--- src/rtl/mux_nx1_stream_if.sv ---
`default_nettype none
// ============================================================================
// Module      : mux_nx1_stream_if
// Description : Handshake bundle for the NUM_IN:1 streaming route mux:
//               packed input channels, select configuration port and the
//               registered output stream. "slave" is the mux side,
//               "master" is the side that feeds and drains it.
// Revision    : 1.0 - initial release
// ============================================================================
interface mux_nx1_stream_if #(
    parameter int WIDTH  = 16,
    parameter int NUM_IN = 16
);
    localparam int SEL_W = $clog2(NUM_IN);

    logic [NUM_IN*WIDTH-1:0] in_data;
    logic [NUM_IN-1:0]       in_valid;
    logic [NUM_IN-1:0]       in_ready;
    logic                    cfg_we;
    logic [SEL_W-1:0]        cfg_sel;
    logic                    cfg_ready;
    logic                    cfg_err;
    logic [WIDTH-1:0]        out_data;
    logic                    out_valid;
    logic                    out_ready;

    modport master (
        output in_data, in_valid, cfg_we, cfg_sel, out_ready,
        input  in_ready, cfg_ready, cfg_err, out_data, out_valid
    );

    modport slave (
        input  in_data, in_valid, cfg_we, cfg_sel, out_ready,
        output in_ready, cfg_ready, cfg_err, out_data, out_valid
    );
endinterface
`default_nettype wire

--- src/rtl/mux_nx1_stream.sv ---
`default_nettype none
// ============================================================================
// Module      : mux_nx1_stream
// Description : Parametrised NUM_IN:1 streaming route mux for CGRA PE/switch
//               inputs. The select is a configuration register that may only
//               change while the pipe is empty; the output is a registered
//               2-entry skid buffer with valid/ready handshake.
//               Optional feature macro: MUX_CNT_EN adds a 16-bit pop counter
//               (xfer_cnt) with synchronous clear (cnt_clr).
// Revision    : 1.0 - initial release
// ============================================================================
module mux_nx1_stream #(
    parameter int WIDTH  = 16,
    parameter int NUM_IN = 16
) (
    input  wire logic           clk,
    input  wire logic           rst_n,
    mux_nx1_stream_if.slave     bus
`ifdef MUX_CNT_EN
    ,
    output logic [15:0]         xfer_cnt,
    input  wire logic           cnt_clr
`endif
);
    localparam int SEL_W = $clog2(NUM_IN);

    // Buffer occupancy encoding (entries held in the skid buffer)
    localparam logic [1:0] c_OCC_EMPTY = 2'd0;
    localparam logic [1:0] c_OCC_ONE   = 2'd1;
    localparam logic [1:0] c_OCC_FULL  = 2'd2;

    logic [SEL_W-1:0]  r_sel;
    logic              r_cfg_err;
    logic [1:0]        r_occ;
    logic [WIDTH-1:0]  r_head;
    logic [WIDTH-1:0]  r_tail;

    logic [WIDTH-1:0]  w_sel_data;
    logic              w_sel_valid;
    logic              w_room;
    logic              w_push;
    logic              w_pop;
    logic              w_cfg_acc;
    logic              w_sel_ok;
    logic [NUM_IN-1:0] w_in_ready;

    // Route the configured channel's data and valid towards the buffer
    always_comb begin
        w_sel_data  = '0;
        w_sel_valid = 1'b0;
        for (int i = 0; i < NUM_IN; i++) begin
            if (r_sel == SEL_W'(i)) begin
                w_sel_data  = bus.in_data[i*WIDTH +: WIDTH];
                w_sel_valid = bus.in_valid[i];
            end
        end
    end

    // A config write stalls the input so a select change never races a push
    assign w_room    = (r_occ != c_OCC_FULL);
    assign w_push    = w_sel_valid & w_room & ~bus.cfg_we;
    assign w_pop     = (r_occ != c_OCC_EMPTY) & bus.out_ready;
    assign w_cfg_acc = bus.cfg_we & (r_occ == c_OCC_EMPTY);
    assign w_sel_ok  = (int'(bus.cfg_sel) < NUM_IN);

    generate
        for (genvar g = 0; g < NUM_IN; g++) begin : g_ready
            assign w_in_ready[g] = (r_sel == SEL_W'(g)) & w_room & ~bus.cfg_we;
        end
    endgenerate

    // Select register and sticky out-of-range error flag
    always_ff @(posedge clk or negedge rst_n) begin
        if (!rst_n) begin
            r_sel     <= '0;
            r_cfg_err <= 1'b0;
        end else if (w_cfg_acc) begin
            if (w_sel_ok) begin
                r_sel <= bus.cfg_sel;
            end else begin
                r_cfg_err <= 1'b1;
            end
        end
    end

    // Two-entry skid buffer; r_head is always the word presented downstream
    always_ff @(posedge clk or negedge rst_n) begin
        if (!rst_n) begin
            r_occ  <= c_OCC_EMPTY;
            r_head <= '0;
            r_tail <= '0;
        end else begin
            case (r_occ)
                c_OCC_EMPTY: begin
                    if (w_push) begin
                        r_head <= w_sel_data;
                        r_occ  <= c_OCC_ONE;
                    end
                end
                c_OCC_ONE: begin
                    if (w_push && w_pop) begin
                        r_head <= w_sel_data;
                    end else if (w_push) begin
                        r_tail <= w_sel_data;
                        r_occ  <= c_OCC_FULL;
                    end else if (w_pop) begin
                        r_occ  <= c_OCC_EMPTY;
                    end
                end
                default: begin
                    // Full: no push possible, a pop promotes the tail
                    if (w_pop) begin
                        r_head <= r_tail;
                        r_occ  <= c_OCC_ONE;
                    end
                end
            endcase
        end
    end

    assign bus.in_ready  = w_in_ready;
    assign bus.cfg_ready = (r_occ == c_OCC_EMPTY);
    assign bus.cfg_err   = r_cfg_err;
    assign bus.out_data  = r_head;
    assign bus.out_valid = (r_occ != c_OCC_EMPTY);

`ifdef MUX_CNT_EN
    logic [15:0] r_xfer_cnt;

    // Count output pops; clear takes priority over a same-cycle pop
    always_ff @(posedge clk or negedge rst_n) begin
        if (!rst_n) begin
            r_xfer_cnt <= '0;
        end else if (cnt_clr) begin
            r_xfer_cnt <= '0;
        end else if (w_pop) begin
            r_xfer_cnt <= r_xfer_cnt + 16'd1;
        end
    end

    assign xfer_cnt = r_xfer_cnt;
`else
    // No transfer counter in this build
`endif

endmodule
`default_nettype wire

--- src/flat_wrapper.sv ---
// flat-port wrapper written by rule: the top's interface ports become plain ports
module mux_nx1_stream_flat 
#(
    parameter int WIDTH  = 16,
    parameter int NUM_IN = 16
)
  (clk, rst_n, bus_in_data, bus_in_valid, bus_cfg_we, bus_cfg_sel, bus_out_ready, bus_in_ready, bus_cfg_ready, bus_cfg_err, bus_out_data, bus_out_valid);
  mux_nx1_stream_if #(.WIDTH(WIDTH), .NUM_IN(NUM_IN)) bus_i ();
  input  wire logic clk;
  input  wire logic rst_n;
  input wire logic [$bits(bus_i.in_data)-1:0] bus_in_data;
  input wire logic [$bits(bus_i.in_valid)-1:0] bus_in_valid;
  input wire logic [$bits(bus_i.cfg_we)-1:0] bus_cfg_we;
  input wire logic [$bits(bus_i.cfg_sel)-1:0] bus_cfg_sel;
  input wire logic [$bits(bus_i.out_ready)-1:0] bus_out_ready;
  output wire logic [$bits(bus_i.in_ready)-1:0] bus_in_ready;
  output wire logic [$bits(bus_i.cfg_ready)-1:0] bus_cfg_ready;
  output wire logic [$bits(bus_i.cfg_err)-1:0] bus_cfg_err;
  output wire logic [$bits(bus_i.out_data)-1:0] bus_out_data;
  output wire logic [$bits(bus_i.out_valid)-1:0] bus_out_valid;
  assign bus_i.in_data = bus_in_data;
  assign bus_i.in_valid = bus_in_valid;
  assign bus_i.cfg_we = bus_cfg_we;
  assign bus_i.cfg_sel = bus_cfg_sel;
  assign bus_i.out_ready = bus_out_ready;
  assign bus_in_ready = bus_i.in_ready;
  assign bus_cfg_ready = bus_i.cfg_ready;
  assign bus_cfg_err = bus_i.cfg_err;
  assign bus_out_data = bus_i.out_data;
  assign bus_out_valid = bus_i.out_valid;
  mux_nx1_stream #(.WIDTH(WIDTH), .NUM_IN(NUM_IN)) u_core (.clk(clk), .rst_n(rst_n), .bus(bus_i));
endmodule
--- config.mk ---
export PLATFORM = sky130hd
export DESIGN_NAME = mux_nx1_stream_flat
export DESIGN_NICKNAME = d
export VERILOG_FILES = /design/src/rtl/mux_nx1_stream_if.sv /design/src/rtl/mux_nx1_stream.sv /design/src/flat_wrapper.sv
export SDC_FILE = /design/constraint.sdc
export NUM_CORES = 1
export LEC_CHECK = 0
export BUFFER_PORTS_ARGS = -buffer_cell sky130_fd_sc_hd__buf_2
export CAP_MARGIN = 15
export CORE_MARGIN = 10
export CORE_UTILIZATION = 30
export DETAILED_ROUTE_END_ITERATION = 10
export GPL_ROUTABILITY_DRIVEN = 0
export SETUP_SLACK_MARGIN = 0.05
export SYNTH_ARGS = -nofsm -noshare
export SYNTH_HDL_FRONTEND = slang
export SYNTH_SLANG_ARGS = --single-unit
--- constraint.sdc ---
create_clock -name clk -period 3.4 [get_ports clk]
set_input_delay 0 -clock clk [delete_from_list [all_inputs] [get_ports clk]]
set_output_delay 0 -clock clk [all_outputs]
set_load 0.1 [all_outputs]
==> results_dict.tcl, run 1 <==
set metrics [dict create \
    status "finished with violations" \
    violations "negative hold slack" \
    finalHoldViolations 1 \
    drv_slew 0 \
    syn_to_final_growth_pct 44.6 \
    synth_area_sq_um 4680 \
    crit_family "compound AO/OA/AOI/OAI gates" \
    ant_nets 0 \
    final_util_pct 44.3 \
    drc 0 \
    cp.required_ps 3570 \
    relSlewSlack_pct 36.6 \
    ys_ff_latch 38 \
    grt-ovfl-total 0 \
    synth-main-ff-cell "dfrtp_1" \
    period_needed_ps 2830 \
    max_stage_delay_ps 660 \
    postRouteWirelength_um 27400 \
    yosysTopAreaCellShare_pct 20.3 \
    start_kind "flop" \
    layout.nets 1164 \
    min_path_type "primary input to flop" \
    synth_area_leader_cell "dfrtp_1" \
    fin_hold_ws_ps -3.54 \
    core-area_sq_um 15300 \
    place_hpwl_um 22200 \
    place_inst 1083 \
    p_per_area_nw_per_um2 1040 \
    drt_iter0_markers 526 \
    synthDistinctLibCells 60 \
    die_h_um 145 \
    yosysSeqAreaShare_pct 20.3 \
    min_period_over_period_pct 83.2 \
    fin_skew_ps 9.46 \
    cts_tree "yes" \
    crit_buf_inv 1 \
    stdcell_area_sq_um 6760 \
    finalSetupTns_ps 0 \
    fill_cells 1644 \
    crit_chain "inv_2, nor2_2, nand2_1, o21ai_0, o41a_1, nand3_1, o21a_1" \
    async_reset_ff_share_pct 100 \
    postSynthCellCount 591 \
    vias_per_cell 5.70 \
    cap_violations 0 \
    dpl_cell_area_sq_um 6530 \
    synth_common_cells "55 x a21oi_1, 55 x nor2_1, 49 x o21ai_0, 38 x dfrtp_1, 38 x mux2i_1" \
    ios 315 \
    grt_util_all_layers_pct 24.4 \
    met1_usage_pct 28.7 \
    grt_pass1_vias 6329 \
    critPathMaxFanout 28 \
    clock-sinks 38 \
    die_w_um 145 \
    grt_max_degree 49 \
    htreeDepth 2 \
    instances_no_fill 1102 \
    num_vias 6278 \
    rsz0062_at_grt "no" \
    vdd_drop_max_mv 0.409 \
    drive_gt1_share_pct 45.9 \
    root_buffer "clkbuf_16" \
    slowest_stage "o41a_1" \
    numCtsBuffers 5 \
    grt_pass1_wl_um 38600 \
    drtPass1Iterations 5 \
    drt-wirelength-per-cell_um 24.9 \
    synth_edf_count 0 \
    io_buffers 313 \
    antenna_found_initial 3 \
    synth_area_leaders "dfrtp_1 20%, mux2i_1 8.1%, mux4_2 6.7%" \
    start_util_pct 30.7 \
    use_met2_pct 42.6 \
    tightest_slew_ps 950 \
    end_kind "flop" \
    setup_viol 0 \
    fmax_mhz 354 \
    critPathKind "flop to flop" \
    dieArea_sq_um 21000 \
    arrival_ps 3000 \
    post_cts_buffers 0 \
    syn_nets 871 \
    grt.met3_usage_pct 6.32 \
    grt_busiest_layer "met2" \
    clk_pin_slew_ps 70 \
    p_leak_nw 3.23 \
    rows 45 \
    clk-insertion-delay-late_ps 290 \
    avgSynthCellArea_sq_um 7.92 \
    clk_path_buf_depth 2 \
    ys.warnings.count 0 \
]
## flip-flops by register name (all words and copies together) (netlist names)
signal,cells
u_core.bus.out_data,16
u_core.r_tail,16
u_core.r_sel,4
u_core.r_occ,2
## path summary, 6_finish.rpt
path	start	to	slack (ps)	cells past startpoint
worst max-delay path	u_core.r_sel[1]$_DFFE_PN0P_	u_core.bus.out_data[2]$_DFFE_PN0P_	570	7
worst min-delay path	bus_cfg_sel[1]	u_core.r_sel[1]$_DFFE_PN0P_	-4	3
worst max register to register	u_core.r_sel[1]$_DFFE_PN0P_	u_core.bus.out_data[2]$_DFFE_PN0P_	570	7
worst min register to register	u_core.r_tail[8]$_DFFE_PN0P_	u_core.r_tail[8]$_DFFE_PN0P_	510	1
max in group asynchronous	rst_n	u_core.r_sel[0]$_DFFE_PN0P_	2310	2
min in group asynchronous	rst_n	u_core.r_occ[0]$_DFFE_PN0P_	410	2
## tightest hold or removal path, cell delays in order
cell     delay [ps]
buf_2            80
nand2_1          40
o21ai_0         110
## final cells by class
class	count	area (sq um)	area share [%]
Timing Repair Buffer	348	1930	28.5
Clock inverter	3	40.0	0.592
Inverter	16	60.1	0.888
Tap cell	211	264	3.90
Sequential cell	38	960	14.2
Antenna cell	6	15.0	0.222
Multi-Input combinational cell	475	3370	49.8
Clock buffer	5	125	1.85
## where the power goes
part	total (mW)	internal, mW	switching [mW]
registers	0.948	0.699	0.249
clock network	0.549	0.344	0.205
logic	5.54	1.85	3.69
## what timing repair did
action	in CTS	in global routing
resized for setup	0	0
hold buffers	4	1
endpoints found under the setup margin	0	0
endpoints found under the hold margin	41	1
## routing by layer
layer	share of wire (%)	up-vias
li1	-	2876
met1	37	2991
met2	51	367
met3	9.8	44
met4	2.5	0
met5	0	-
## stage by stage
stage	total power, mW	worst slack, ps
after floorplan	4.86	-70.5
final	7.04	573
after global routing	7.42	350
after global placement	6.40	601
after CTS	6.98	610
after detailed placement	6.42	637
## kinds of logic (layout without fill, tap and decap cells)
kind of cell           Yosys count  in the layout  synth area share (%)
buffers and inverters           78            372                  7.73
AOI/OAI and AO/OA              236            236                  34.2
other                            1              7                0.0802
muxes                           79             79                  21.7
DFF                             38             38                  20.3
and+or+nand+nor                159            159                  15.9
## cell usage in the layout, fill, tap and decap left out, types with 3 or more instances in the layout
cell             n
o211ai_1         8
and2_1           4
nor2b_1          4
a211oi_1         4
o21a_1           7
a221o_1          3
nand2b_1         6
clkbuf_16        5
buf_12           6
buf_2          308
a21oi_1         55
a2111oi_0        5
a31oi_1          3
a221oi_1        12
a21o_1           8
o22ai_1         27
a22o_1          14
nand2_1         32
o21ai_0         49
nor2_1          55
mux2_4           4
nor3_1          32
nand3_1         12
mux2i_1         38
mux2_2          23
buf_4           29
o311ai_0         3
dlygate4sd3_1    5
diode_2          6
dfrtp_1         35
o221ai_1         5
mux4_2          14
a222oi_1         5
a22oi_1         12
inv_1           14
Power figures use the tool's default switching activity.
==> run 2, diff against run 1 <==
- clock period: 3.4 -> 2.4 ns (I/O delays scaled with it)
==> results_dict.tcl, run 2 (same netlist as run 1, synthesis figures left out) <==
set metrics [dict create \
    relSlewSlack_pct 41.7 \
    p_leak_nw 3.63 \
    grt_pass1_vias 6720 \
    place_hpwl_um 22000 \
    rsz0062_at_grt "yes" \
    drt-wirelength-per-cell_um 23.3 \
    min_period_over_period_pct 102 \
    drive_gt1_share_pct 53.4 \
    start_kind "flop" \
    drtPass1Iterations 5 \
    ant_nets 0 \
    clock-sinks 38 \
    rows 45 \
    layout_setup_ws_ps -46.9 \
    layout_common_cells "298 x buf_2, 67 x buf_4, 51 x a21oi_1, 51 x nor2_1, 45 x o21ai_0" \
    place_inst 1120 \
    clk_pin_slew_ps 60 \
    end_kind "flop" \
    violations "negative setup slack" \
    clk_path_buf_depth 2 \
    ios 315 \
    fmax_mhz 409 \
    min_path_type "primary input to flop" \
    postRouteWirelength_um 26800 \
    cts_tree "yes" \
    numCtsBuffers 5 \
    setup_viol 15 \
    drt_iter0_markers 572 \
    clk-insertion-delay-late_ps 280 \
    vias_per_cell 5.48 \
    final_common_cell "buf_2" \
    num_vias 6319 \
    grt_max_degree 39 \
    grt-ovfl-total 0 \
    die_w_um 145 \
    instances_no_fill 1153 \
    critPathKind "flop to flop" \
    root_buffer "clkbuf_16" \
    die_h_um 145 \
    htreeDepth 2 \
    arrival_ps 2610 \
    tightest_slew_ps 874 \
    cp.required_ps 2560 \
    final_util_pct 50.5 \
    cap_violations 0 \
    start_util_pct 30.7 \
    io_buffers 313 \
    drc 0 \
    critPathMaxFanout 8 \
    dieArea_sq_um 21000 \
    grt_pass1_wl_um 39600 \
    period_needed_ps 2450 \
    antenna_found_initial 6 \
    fin_skew_ps 4.92 \
    p_per_area_nw_per_um2 1470 \
    grt_util_all_layers_pct 24.6 \
    drv_slew 0 \
    dp_slack_ps -157 \
    core-area_sq_um 15300 \
    finalHoldViolations 0 \
    syn_to_final_growth_pct 64.6 \
    vdd_drop_max_mv 0.885 \
    fill_cells 1542 \
    layout.nets 1219 \
    status "finished with violations" \
]
## run 2: cell types whose count changed in the layout (fill, tap and decap cells not counted), sizes merged
cell / change
buf: +56
diode: -4
clkbuf: +2
bufinv: -1
clkinv: -1
dlygate4sd3: -1
## run 2: critical path, cell delays in order (launching register included)
cell and delay [ps]:
dfrtp_4 520, buf_4 180, nor3b_2 220, a21oi_2 50, a2bb2oi_2 130, a21oi_2 170
o41ai_4 110, or4_4 470, buf_8 170, mux2_4 290
## run 2: power by group
group / internal, mW / switching [mW]
logic: 3.66 / 5.71
registers: 0.991 / 0.304
clock network: 0.412 / 0.258
total: 5.06 / 6.27
## run 2: what timing repair did
item / CTS / global route
hold endpoints to repair: 41 / 0
buffers inserted: 19 / 2
pin swaps: 18 / 12
setup endpoints to repair: 22 / 34
hold buffers: 4 / 0
gates resized for setup: 33 / 23
## run 2: routing by layer
metal / vias up / routed length (um) / global-route usage (%)
met1: 2971 / 10200 / 29.1
met4: 4 / 588 / 6.70
met5: - / 27 / 0
li1: 2977 / - / -
met3: 41 / 2720 / 7.30
met2: 326 / 13300 / 42.1
## run 2: path summary, 6_finish.rpt
path | start | endpoint | slack, ps | cells after the start
max | u_core.r_sel[0]$_DFFE_PN0P_ | u_core.r_tail[14]$_DFFE_PN0P_ | -50 | 9
min | bus_cfg_sel[2] | u_core.r_sel[2]$_DFFE_PN0P_ | 7 | 2
max reg2reg | u_core.r_sel[0]$_DFFE_PN0P_ | u_core.r_tail[14]$_DFFE_PN0P_ | -50 | 9
min reg2reg | u_core.r_tail[13]$_DFFE_PN0P_ | u_core.r_tail[13]$_DFFE_PN0P_ | 520 | 1
max in group asynchronous | rst_n | u_core.r_sel[1]$_DFFE_PN0P_ | 1370 | 2
min in group asynchronous | rst_n | u_core.r_sel[0]$_DFFE_PN0P_ | 400 | 2
## run 2: cell type report
cell class                      count  area (sq um)  share of cell area [%]
Clock buffer                        7           143                    1.85
Clock inverter                      1          5.00                  0.0650
Antenna cell                        2          5.00                  0.0650
Inverter                           16          61.3                   0.796
Multi-Input combinational cell    475          3620                    47.0
Timing Repair Buffer              403          2640                    34.3
Tap cell                          211           264                    3.43
Sequential cell                    38           960                    12.5
## run 2: per-stage QoR
step           setup TNS [ps]  cell area, sq um  power, mW  hold slack [ps]
2_1_floorplan           -1790              4770       7.00             -296
4_1_cts                  -582              7580       11.1             10.2
3_5_place_dp            -1170              7110       9.87              164
3_3_place_gp             -488              7110       9.82              162
6_report                 -327              7700       11.3             7.00
5_1_grt                 -2110              7700       12.1             15.7
==> run 3, diff against run 2 <==
- BUFFER_PORTS_ARGS: -buffer_cell sky130_fd_sc_hd__buf_2 -> default
- CORE_AREA: default -> 10 10 114 116
- CORE_MARGIN: 10 -> default
- CORE_UTILIZATION: 30 -> default
- DIE_AREA: default -> 0 0 124 126
- DONT_BUFFER_PORTS: default -> 1
==> results_dict.tcl, run 3 (same netlist as run 1, synthesis figures left out) <==
set metrics [dict create \
    status "finished with violations" \
    violations "negative setup slack" \
    crit_family "compound AO/OA/AOI/OAI gates" \
    grt_util_all_layers_pct 29.1 \
    crit_buf_inv 3 \
    clk_path_buf_depth 2 \
    syn_to_final_growth_pct 38.1 \
    layout.nets 944 \
    layout_common_cells "76 x buf_4, 47 x a21oi_1, 44 x o21ai_0" \
    p_per_area_nw_per_um2 1760 \
    io_buffers 0 \
    drc 0 \
    critPathMaxFanout 7 \
    drtPass1Iterations 5 \
    vdd_drop_max_mv 0.989 \
    critPathKind "flop to flop" \
    setup_viol 12 \
    dpl_cell_area_sq_um 5720 \
    fin_skew_ps 9.02 \
    num_vias 5616 \
    numCtsBuffers 5 \
    dp_slack_ps -123 \
    clock-sinks 38 \
    stdcell_area_sq_um 6460 \
    ant_nets 0 \
    rows 38 \
    instances_no_fill 809 \
    die_w_um 124 \
    slowest_stage "dfrtp_4" \
    dieArea_sq_um 15600 \
    fill_cells 969 \
    max_stage_delay_ps 530 \
    antenna_found_initial 3 \
    seqCellArea_sq_um 960 \
    relSlewSlack_pct 57.9 \
    root_buffer "clkbuf_8" \
    period_needed_ps 2480 \
    cp.required_ps 2580 \
    grt_pass1_vias 5727 \
    fmax_mhz 404 \
    crit_chain "buf_6, buf_6, nor4bb_4, buf_4, a222oi_1, a22o_1, a21oi_2, a2111oi_4, nor3_1" \
    final_common_cell "buf_4" \
    drt_iter0_markers 583 \
    start_kind "flop" \
    arrival_ps 2660 \
    ios 315 \
    cpMostUsedCell "buf_6" \
    end_kind "flop" \
    rsz0062_at_grt "yes" \
    min_path_type "primary input to flop" \
    final_util_pct 60.4 \
    layout_setup_ws_ps -77.9 \
    htreeDepth 2 \
    tightest_slew_ps 629 \
    grt_max_degree 47 \
    grt_pass1_wl_um 34900 \
    place_inst 772 \
    place_hpwl_um 19600 \
    drive_gt1_share_pct 35.3 \
    cap_violations 0 \
    start_util_pct 43.7 \
    finalHoldViolations 0 \
    vias_per_cell 6.94 \
    finalSetupTns_ps -372 \
    p_leak_nw 2.59 \
    postRouteWirelength_um 25100 \
    drt-wirelength-per-cell_um 31.0 \
    multi_input_area_sq_um 3700 \
    reg2reg_slack_ps -80 \
    die_h_um 126 \
    core-area_sq_um 10700 \
    fin_hold_ws_ps 37.7 \
    power_mw 11.4 \
    min_period_over_period_pct 103 \
    clk_pin_slew_ps 80 \
    grt-ovfl-total 0 \
    drv_slew 0 \
    cts_tree "yes" \
    clk-insertion-delay-late_ps 290 \
]
[run 3: cell type report]
| cell class | count | area share [%] |
|---|---|---|
| antenna | 4 | 0.155 |
| clock buffer | 5 | 1.06 |
| clock inverter | 3 | 0.620 |
| inverter | 16 | 1.01 |
| multi-input combinational | 475 | 57.3 |
| sequential | 38 | 14.8 |
| tap | 140 | 2.71 |
| timing repair buffer | 128 | 22.3 |
[run 3: report_power, final]
part	internal, mW	switching [mW]	total [mW]
clock network	0.306	0.240	0.546
logic	3.78	5.78	9.55
registers	0.989	0.313	1.30
total	5.07	6.33	11.4
[run 3: metal layers]
layer  vias to the layer above  global-route usage, %  wire [um]
met3                        72                   9.43       2940
met5                         -                      0          0
met4                         0                   11.4       1080
li1                       2429                      -          -
met1                      2705                   32.0       8610
met2                       410                   50.2      12500
[run 3: final timing paths]
check                                                      to                          from  cells past startpoint
max                        u_core.bus.out_data[6]$_DFFE_PN0P_   u_core.r_sel[1]$_DFFE_PN0P_                      9
min                        u_core.bus.out_data[3]$_DFFE_PN0P_              bus_in_data[243]                      3
max reg2reg                u_core.bus.out_data[6]$_DFFE_PN0P_   u_core.r_sel[1]$_DFFE_PN0P_                      9
min reg2reg                      u_core.r_tail[9]$_DFFE_PN0P_  u_core.r_tail[9]$_DFFE_PN0P_                      1
max in group asynchronous        u_core.r_tail[4]$_DFFE_PN0P_                         rst_n                      2
min in group asynchronous  u_core.bus.out_data[2]$_DFFE_PN0P_                         rst_n                      2
[run 3: worst register-to-register path, stage by stage, from the launching register on]
cell and delay, ps:
dfrtp_4 530, buf_6 150, buf_6 110, nor4bb_4 130, buf_4 160, a222oi_1 460, a22o_1 290, a21oi_2 110
a2111oi_4 330, nor3_1 80
[run 3: timing repair]
action                     4_1_cts  5_1_grt
cloned                           0        4
setup endpoints to repair       28       34
pin swaps                        5       16
setup buffers                    0       10
hold buffers                    13        0
hold endpoints to repair        55        0
resized for setup               21       52
